**src/rtl/iir_pkg.sv**
```systemverilog
// Shared constants and types for the iir biquad coefficient scheduler.
package iir_pkg;

    localparam logic [2:0] COEF_B0 = 3'd0;
    localparam logic [2:0] COEF_B1 = 3'd1;
    localparam logic [2:0] COEF_B2 = 3'd2;
    localparam logic [2:0] COEF_A1 = 3'd3;
    localparam logic [2:0] COEF_A2 = 3'd4;

    localparam int DEF_B0 = 32'sd4096;
    localparam int DEF_B1 = 32'sd8192;
    localparam int DEF_B2 = 32'sd4096;
    localparam int DEF_A1 = 32'sd8192;
    localparam int DEF_A2 = 32'sd4096;

    typedef enum logic [1:0] {
        IDLE = 2'd0,
        GATE = 2'd1,
        LOAD = 2'd2,
        DONE = 2'd3
    } sched_state_t;

    // Reset value of one coefficient slot, matching the filter's own reset values.
    function automatic int coef_default(input logic [2:0] sel);
        int val;
        case (sel)
            COEF_B0: val = DEF_B0;
            COEF_B1: val = DEF_B1;
            COEF_B2: val = DEF_B2;
            COEF_A1: val = DEF_A1;
            COEF_A2: val = DEF_A2;
            default: val = 32'sd0;
        endcase
        return val;
    endfunction

endpackage

```
**src/rtl/iir_coef_bank.sv**
```systemverilog
// Profile register file: one host write port, one asynchronous read port.
module iir_coef_bank
    import iir_pkg::*;
#(
    parameter int NUM_SECTIONS = 2,
    parameter int COEF_WIDTH   = 16,
    parameter int NUM_PROFILES = 4,
    localparam int SW = (NUM_SECTIONS > 1) ? $clog2(NUM_SECTIONS) : 1,
    localparam int PW = $clog2(NUM_PROFILES)
) (
    input  logic                  clk,
    input  logic                  rst,
    input  logic                  wr_en,
    input  logic [PW-1:0]         wr_profile,
    input  logic [SW-1:0]         wr_section,
    input  logic [2:0]            wr_sel,
    input  logic [COEF_WIDTH-1:0] wr_value,
    input  logic [PW-1:0]         rd_profile,
    input  logic [SW-1:0]         rd_section,
    input  logic [2:0]            rd_sel,
    output logic [COEF_WIDTH-1:0] rd_value
);

    localparam logic [31:0] NP = NUM_PROFILES;
    localparam logic [31:0] NS = NUM_SECTIONS;

    logic [COEF_WIDTH-1:0] r_bank [NUM_PROFILES][NUM_SECTIONS][5];
    logic                  w_wr_ok;
    logic                  w_rd_ok;

    assign w_wr_ok = wr_en && (32'(wr_profile) < NP) && (32'(wr_section) < NS) && (wr_sel <= COEF_A2);
    assign w_rd_ok = (32'(rd_profile) < NP) && (32'(rd_section) < NS) && (rd_sel <= COEF_A2);

    // Storage: defaults on reset, otherwise accept in-range host writes.
    always_ff @(posedge clk) begin
        if (rst) begin
            for (int p = 0; p < NUM_PROFILES; p++) begin
                for (int s = 0; s < NUM_SECTIONS; s++) begin
                    for (int c = 0; c < 5; c++) begin
                        r_bank[p][s][c] <= COEF_WIDTH'(coef_default(3'(c)));
                    end
                end
            end
        end else if (w_wr_ok) begin
            r_bank[wr_profile][wr_section][wr_sel] <= wr_value;
        end
    end

    // Asynchronous read; out-of-range indices read as zero.
    always_comb begin
        rd_value = '0;
        if (w_rd_ok) begin
            rd_value = r_bank[rd_profile][rd_section][rd_sel];
        end else begin
            rd_value = '0;
        end
    end

endmodule

```
**src/rtl/iir_coef_sched.sv**
```systemverilog
// Stalls the sample stream and streams a stored coefficient profile into the iir filter.
module iir_coef_sched
    import iir_pkg::*;
#(
    parameter int NUM_SECTIONS = 2,
    parameter int COEF_WIDTH   = 16,
    parameter int DATA_WIDTH   = 16,
    parameter int NUM_PROFILES = 4,
    localparam int SW = (NUM_SECTIONS > 1) ? $clog2(NUM_SECTIONS) : 1,
    localparam int PW = $clog2(NUM_PROFILES)
) (
    input  logic                  clk,
    input  logic                  rst,
    input  logic                  cfg_wr_en,
    input  logic [PW-1:0]         cfg_profile,
    input  logic [SW-1:0]         cfg_section,
    input  logic [2:0]            cfg_sel,
    input  logic [COEF_WIDTH-1:0] cfg_value,
    input  logic                  switch_req,
    input  logic [PW-1:0]         switch_profile,
    output logic                  switch_ack,
    output logic                  switch_err,
    output logic                  busy,
    output logic [PW-1:0]         active_profile,
    input  logic [DATA_WIDTH-1:0] in_data,
    input  logic                  in_valid,
    output logic                  in_ready,
    output logic [DATA_WIDTH-1:0] iir_din,
    output logic                  iir_din_valid,
    output logic                  iir_coeff_wr_en,
    output logic [SW-1:0]         iir_section_index,
    output logic [2:0]            iir_coeff_sel,
    output logic [COEF_WIDTH-1:0] iir_coeff_value
);

    localparam logic [31:0] NP = NUM_PROFILES;
    localparam logic [31:0] NS = NUM_SECTIONS;

    sched_state_t          r_state;
    sched_state_t          w_next;
    logic [SW-1:0]         r_sec;
    logic [2:0]            r_sel;
    logic [PW-1:0]         r_target;
    logic [PW-1:0]         r_active;
    logic                  r_err;
    logic                  w_req_ok;
    logic                  w_last;
    logic [COEF_WIDTH-1:0] w_rd_value;

    iir_coef_bank #(
        .NUM_SECTIONS (NUM_SECTIONS),
        .COEF_WIDTH   (COEF_WIDTH),
        .NUM_PROFILES (NUM_PROFILES)
    ) u_bank (
        .clk        (clk),
        .rst        (rst),
        .wr_en      (cfg_wr_en),
        .wr_profile (cfg_profile),
        .wr_section (cfg_section),
        .wr_sel     (cfg_sel),
        .wr_value   (cfg_value),
        .rd_profile (r_target),
        .rd_section (r_sec),
        .rd_sel     (r_sel),
        .rd_value   (w_rd_value)
    );

    assign w_req_ok = (32'(switch_profile) < NP);
    assign w_last   = (r_sel == COEF_A2) && (32'(r_sec) == (NS - 32'd1));

    // Next-state logic.
    always_comb begin
        w_next = r_state;
        case (r_state)
            IDLE: begin
                if (switch_req && w_req_ok) begin
                    w_next = GATE;
                end else begin
                    w_next = IDLE;
                end
            end
            GATE: w_next = LOAD;
            LOAD: begin
                if (w_last) begin
                    w_next = DONE;
                end else begin
                    w_next = LOAD;
                end
            end
            DONE:    w_next = IDLE;
            default: w_next = IDLE;
        endcase
    end

    // State, write pointers, target/active profile and error pulse.
    always_ff @(posedge clk) begin
        if (rst) begin
            r_state  <= IDLE;
            r_sec    <= '0;
            r_sel    <= 3'd0;
            r_target <= '0;
            r_active <= '0;
            r_err    <= 1'b0;
        end else begin
            r_state <= w_next;
            r_err   <= (r_state == IDLE) && switch_req && !w_req_ok;
            // Latch the profile together with the accepted request.
            if ((r_state == IDLE) && switch_req && w_req_ok) begin
                r_target <= switch_profile;
            end
            if (r_state == GATE) begin
                r_sec <= '0;
                r_sel <= COEF_B0;
            end else if (r_state == LOAD) begin
                if (r_sel == COEF_A2) begin
                    r_sel <= COEF_B0;
                    if (!w_last) begin
                        r_sec <= r_sec + SW'(1);
                    end
                end else begin
                    r_sel <= r_sel + 3'd1;
                end
            end
            if (r_state == DONE) begin
                r_active <= r_target;
            end
        end
    end

    // The coefficient value is the bank entry at the registered pointers, so
    // a host write landing in the same cycle cannot alter what goes out.
    assign iir_coeff_wr_en   = (r_state == LOAD);
    assign iir_section_index = r_sec;
    assign iir_coeff_sel     = r_sel;
    assign iir_coeff_value   = (r_state == LOAD) ? w_rd_value : '0;

    assign switch_ack     = (r_state == DONE);
    assign switch_err     = r_err;
    assign busy           = (r_state != IDLE);
    assign active_profile = r_active;
    assign in_ready       = (r_state == IDLE);
    assign iir_din        = in_data;
    assign iir_din_valid  = in_valid && (r_state == IDLE);

endmodule

```
**config.mk**
```make
export PLATFORM = sky130hd
export DESIGN_NAME = iir_coef_sched
export DESIGN_NICKNAME = d
export VERILOG_FILES = /design/src/rtl/iir_pkg.sv /design/src/rtl/iir_coef_bank.sv /design/src/rtl/iir_coef_sched.sv
export SDC_FILE = /design/constraint.sdc
export NUM_CORES = 1
export LEC_CHECK = 0
export BUFFER_PORTS_ARGS = -buffer_cell sky130_fd_sc_hd__buf_2
export CAP_MARGIN = 20
export CORE_MARGIN = 5
export CORE_UTILIZATION = 40
export DETAILED_ROUTE_END_ITERATION = 8
export HOLD_SLACK_MARGIN = 0.08
export PLACE_DENSITY = 0.54
export SLEW_MARGIN = 20
export SYNTH_ARGS = -nofsm -noshare
export SYNTH_HDL_FRONTEND = slang
export SYNTH_SLANG_ARGS = --single-unit
```
**constraint.sdc**
```tcl
create_clock -name clk -period 2.8 [get_ports clk]
set_input_delay 0.42 -clock clk [delete_from_list [all_inputs] [get_ports clk]]
set_output_delay 0.42 -clock clk [all_outputs]
set_load 0.1 [all_outputs]
```
==> out/qor.yml <==
clock_path_buffers: 3
layout_commonest_cell: "edfxtp_1"
p_leak_nw: 12.2
cp_max_fo: 6
fin_crit_sh: 1.25
cts_max_level: 3
core_region_area_sq_mm: 0.0744
dieArea_sq_mm: 0.0806
arrival_ns: 3.07
grt_pass1_wl_um: 123000
syn_avg_cell_area_sq_um: 15.1
met1_length_um: 37900
r2r_cells: 5
crit_path_start_kind: "flip-flop"
layout_common_cells: "edfxtp_1, and2_1, buf_4"
num_vias: 17200
finalHoldViolCount: 0
fp-row-count: 100
final.min_clock_period_ns: 3.49
hold_path_class: "input port to flip-flop"
ant_nets: 0
clock_latency_ns: 0.60
cts_tree: "yes"
antenna_found_initial: 5
clkTransAtPathRegs_ns: 0.06
cts_made_buffers: 73
wl_per_cell_um: 27.0
die_h_um: 284
timing.rr.start: "iir_coeff_sel[0]"
gr-total-overflow: 0
dieWidth_um: 284
dr.max_layer_used: "met5"
utilization: 0.478
reg2reg_slack_ns: 1.35
rr_endpoint: "iir_coeff_sel[1]"
status: "finished, violations left"
ys_ff_latch: 652
fin_area_sq_mm: 0.0356
tightest_slew_ns: 1.01
finalSetupViolCount: 16
design.portCount: 89
nFillCells: 6258
port_buffers: 55
fin_worst_skew_ns: 0.00474
grt_pass1_vias: 17600
max_cap_violations: 0
drt-vias-per-instance: 5.49
max-vdd-ir-drop_v: 0.000367
drive_above_1_share: 0.284
yosysSeqAreaShare: 0.648
ys_warn_count: 0
gp_congestion: 0.833
worstHoldStart: "switch_req"
violations: "negative setup slack"
initial_utilization: 0.403
yosysUniqueCellTypes: 44
clock_sinks: 652
end_kind: "output port"
worst_ep_required_time_ns: 2.38
dp.final_hpwl_um: 52800
fmax_mhz: 287
hold_depth: 3
rsz0062_at_grt: "true"
syn2layout_area_growth_pct: 18.6
first_pass_iters: 7
dpl_cell_area_sq_mm: 0.0325
syn_nets: 2044
power_density_mw_per_mm2: 648
wl_met2_um: 38600
remaining_drc_errors: 0
grt_max_degree: 51
drtIter0Drc: 1259
wl_met3_um: 5730
place_ws_ns: -0.499
synthCells: 1993
synth_area_sq_mm: 0.0300
routed_wl_um: 84600
root_buffer: "clkbuf_16"
fin_nets: 2163
slew_headroom: 0.326
drv_slew: 0
fin_ws_ns: -0.689
worstSetupPathType: "flip-flop to output port"
grt_usage: 0.207
-- synthesized netlist by cell type, drive strengths merged --
library cell / instances / area share
xnor2: 1 / 0.00029
nor3b: 1 / 0.00025
nor4: 2 / 0.00042
o41ai: 10 / 0.0029
a211oi: 10 / 0.0025
and3b: 1 / 0.00029
edfxtp: 640 / 0.64
o221ai: 8 / 0.0023
and4bb: 1 / 0.00042
nor4b: 1 / 0.00050
o31a: 2 / 0.00058
mux2i: 65 / 0.022
mux2: 18 / 0.0068
a221oi: 10 / 0.0029
nor3: 2 / 0.00033
nand4: 1 / 0.00021
or3: 40 / 0.0083
nand3: 6 / 0.0012
mux4: 132 / 0.099
and2: 605 / 0.13
dfxtp: 12 / 0.0080
nor2: 59 / 0.0074
nand2: 28 / 0.0035
nand3b: 1 / 0.00025
a221o: 12 / 0.0040
a21oi: 13 / 0.0022
clkbuf: 133 / 0.017
nand2b: 3 / 0.00063
a22o: 6 / 0.0018
or2: 42 / 0.0088
nand4b: 1 / 0.00029
inv: 5 / 0.00063
nor2b: 19 / 0.0040
buf: 61 / 0.014
a22oi: 33 / 0.0083
and3: 1 / 0.00021
ha: 6 / 0.0025
o21ai: 1 / 0.00017
conb: 1 / 0.00012
-- worst max-delay path: stages (launching register included) --
cell,delay (ns)
dfxtp_4,0.43
buf_12,0.16
buf_6,0.11
buf_6,0.08
mux4_2,0.54
a22o_1,0.23
a221o_1,0.30
a221o_2,0.42
buf_12,0.18
-- flip-flops by register name, summed over array words and instances (netlist names), named ones only --
| signal | count |
|---|---|
| u_bank.r_bank | 640 |
| iir_coeff_sel | 3 |
| active_profile | 2 |
| r_state | 2 |
| r_target | 2 |
| iir_section_index | 1 |
-- cell families after synthesis --
kind of cell             count (synthesis)  synth area share
multiplexers                           215             0.128
AO/OA/AOI/OAI                          105            0.0276
other                                    1          0.000125
AND/OR/NAND/NOR                        814             0.163
XOR/XNOR                                 1          0.000292
buffers and inverters                  199            0.0308
flip-flops                             652             0.648
adder cells (fa/ha/maj)                  6           0.00250
-- final cells by class --
type                            instances  area (sq um)  area share
Sequential cell                       652         19500       0.547
Multi-Input combinational cell       1142         10300       0.288
Timing Repair Buffer                  238          2320      0.0651
Clock buffer                           95          1990      0.0560
Tap cell                              969          1210      0.0341
Clock inverter                         32           309     0.00868
Inverter                                5          18.8    0.000527
Antenna cell                            1          2.50   0.0000703
-- how the worst max path moves through the flow --
stage / from / end / slack (ns) / cells past startpoint
after CTS: flip-flop / iir_coeff_value[6] / -0.71 / 12
after global routing: flip-flop / iir_coeff_value[1] / -0.75 / 8
after floorplan: iir_coeff_sel[1] / iir_coeff_value[0] / -0.12 / 5
after global placement: flip-flop / iir_coeff_value[14] / -0.48 / 8
final: flip-flop / iir_coeff_value[1] / -0.69 / 8
after detailed placement: flip-flop / iir_coeff_value[14] / -0.50 / 8
-- report_power, final --
part	internal, mW	total [mW]	switching, mW
logic	0.881	2.29	1.41
clock network	5.56	9.42	3.86
registers	11.2	11.3	0.151
-- through the flow --
step | TNS, ns | instances | hold slack, ns | power [mW]
after floorplan | -1.14 | 1993 | 0.450 | 12.9
after global placement | -4.79 | 2979 | 0.459 | 13.6
after detailed placement | -4.88 | 2979 | 0.462 | 13.7
after CTS | -10.67 | 3135 | 0.104 | 23.2
after global routing | -11.17 | 3133 | 0.137 | 23.8
final | -9.90 | 3134 | 0.132 | 23.1
-- per-layer routing --
metal | GRT usage | vias up
met1 | 0.300 | 8940
met3 | 0.0459 | 132
met2 | 0.317 | 560
met5 | 0 | -
met4 | 0.0606 | 2
li1 | - | 7567
-- what timing repair did --
action	in CTS	in global routing
setup buffers	28	1
pin swaps	22	10
cloned	4	1
resized for setup	96	14
hold endpoints to repair	2	0
hold buffers	1	0
endpoints found under the setup margin	16	16
Note: power is estimated with default switching activity, not from simulation.
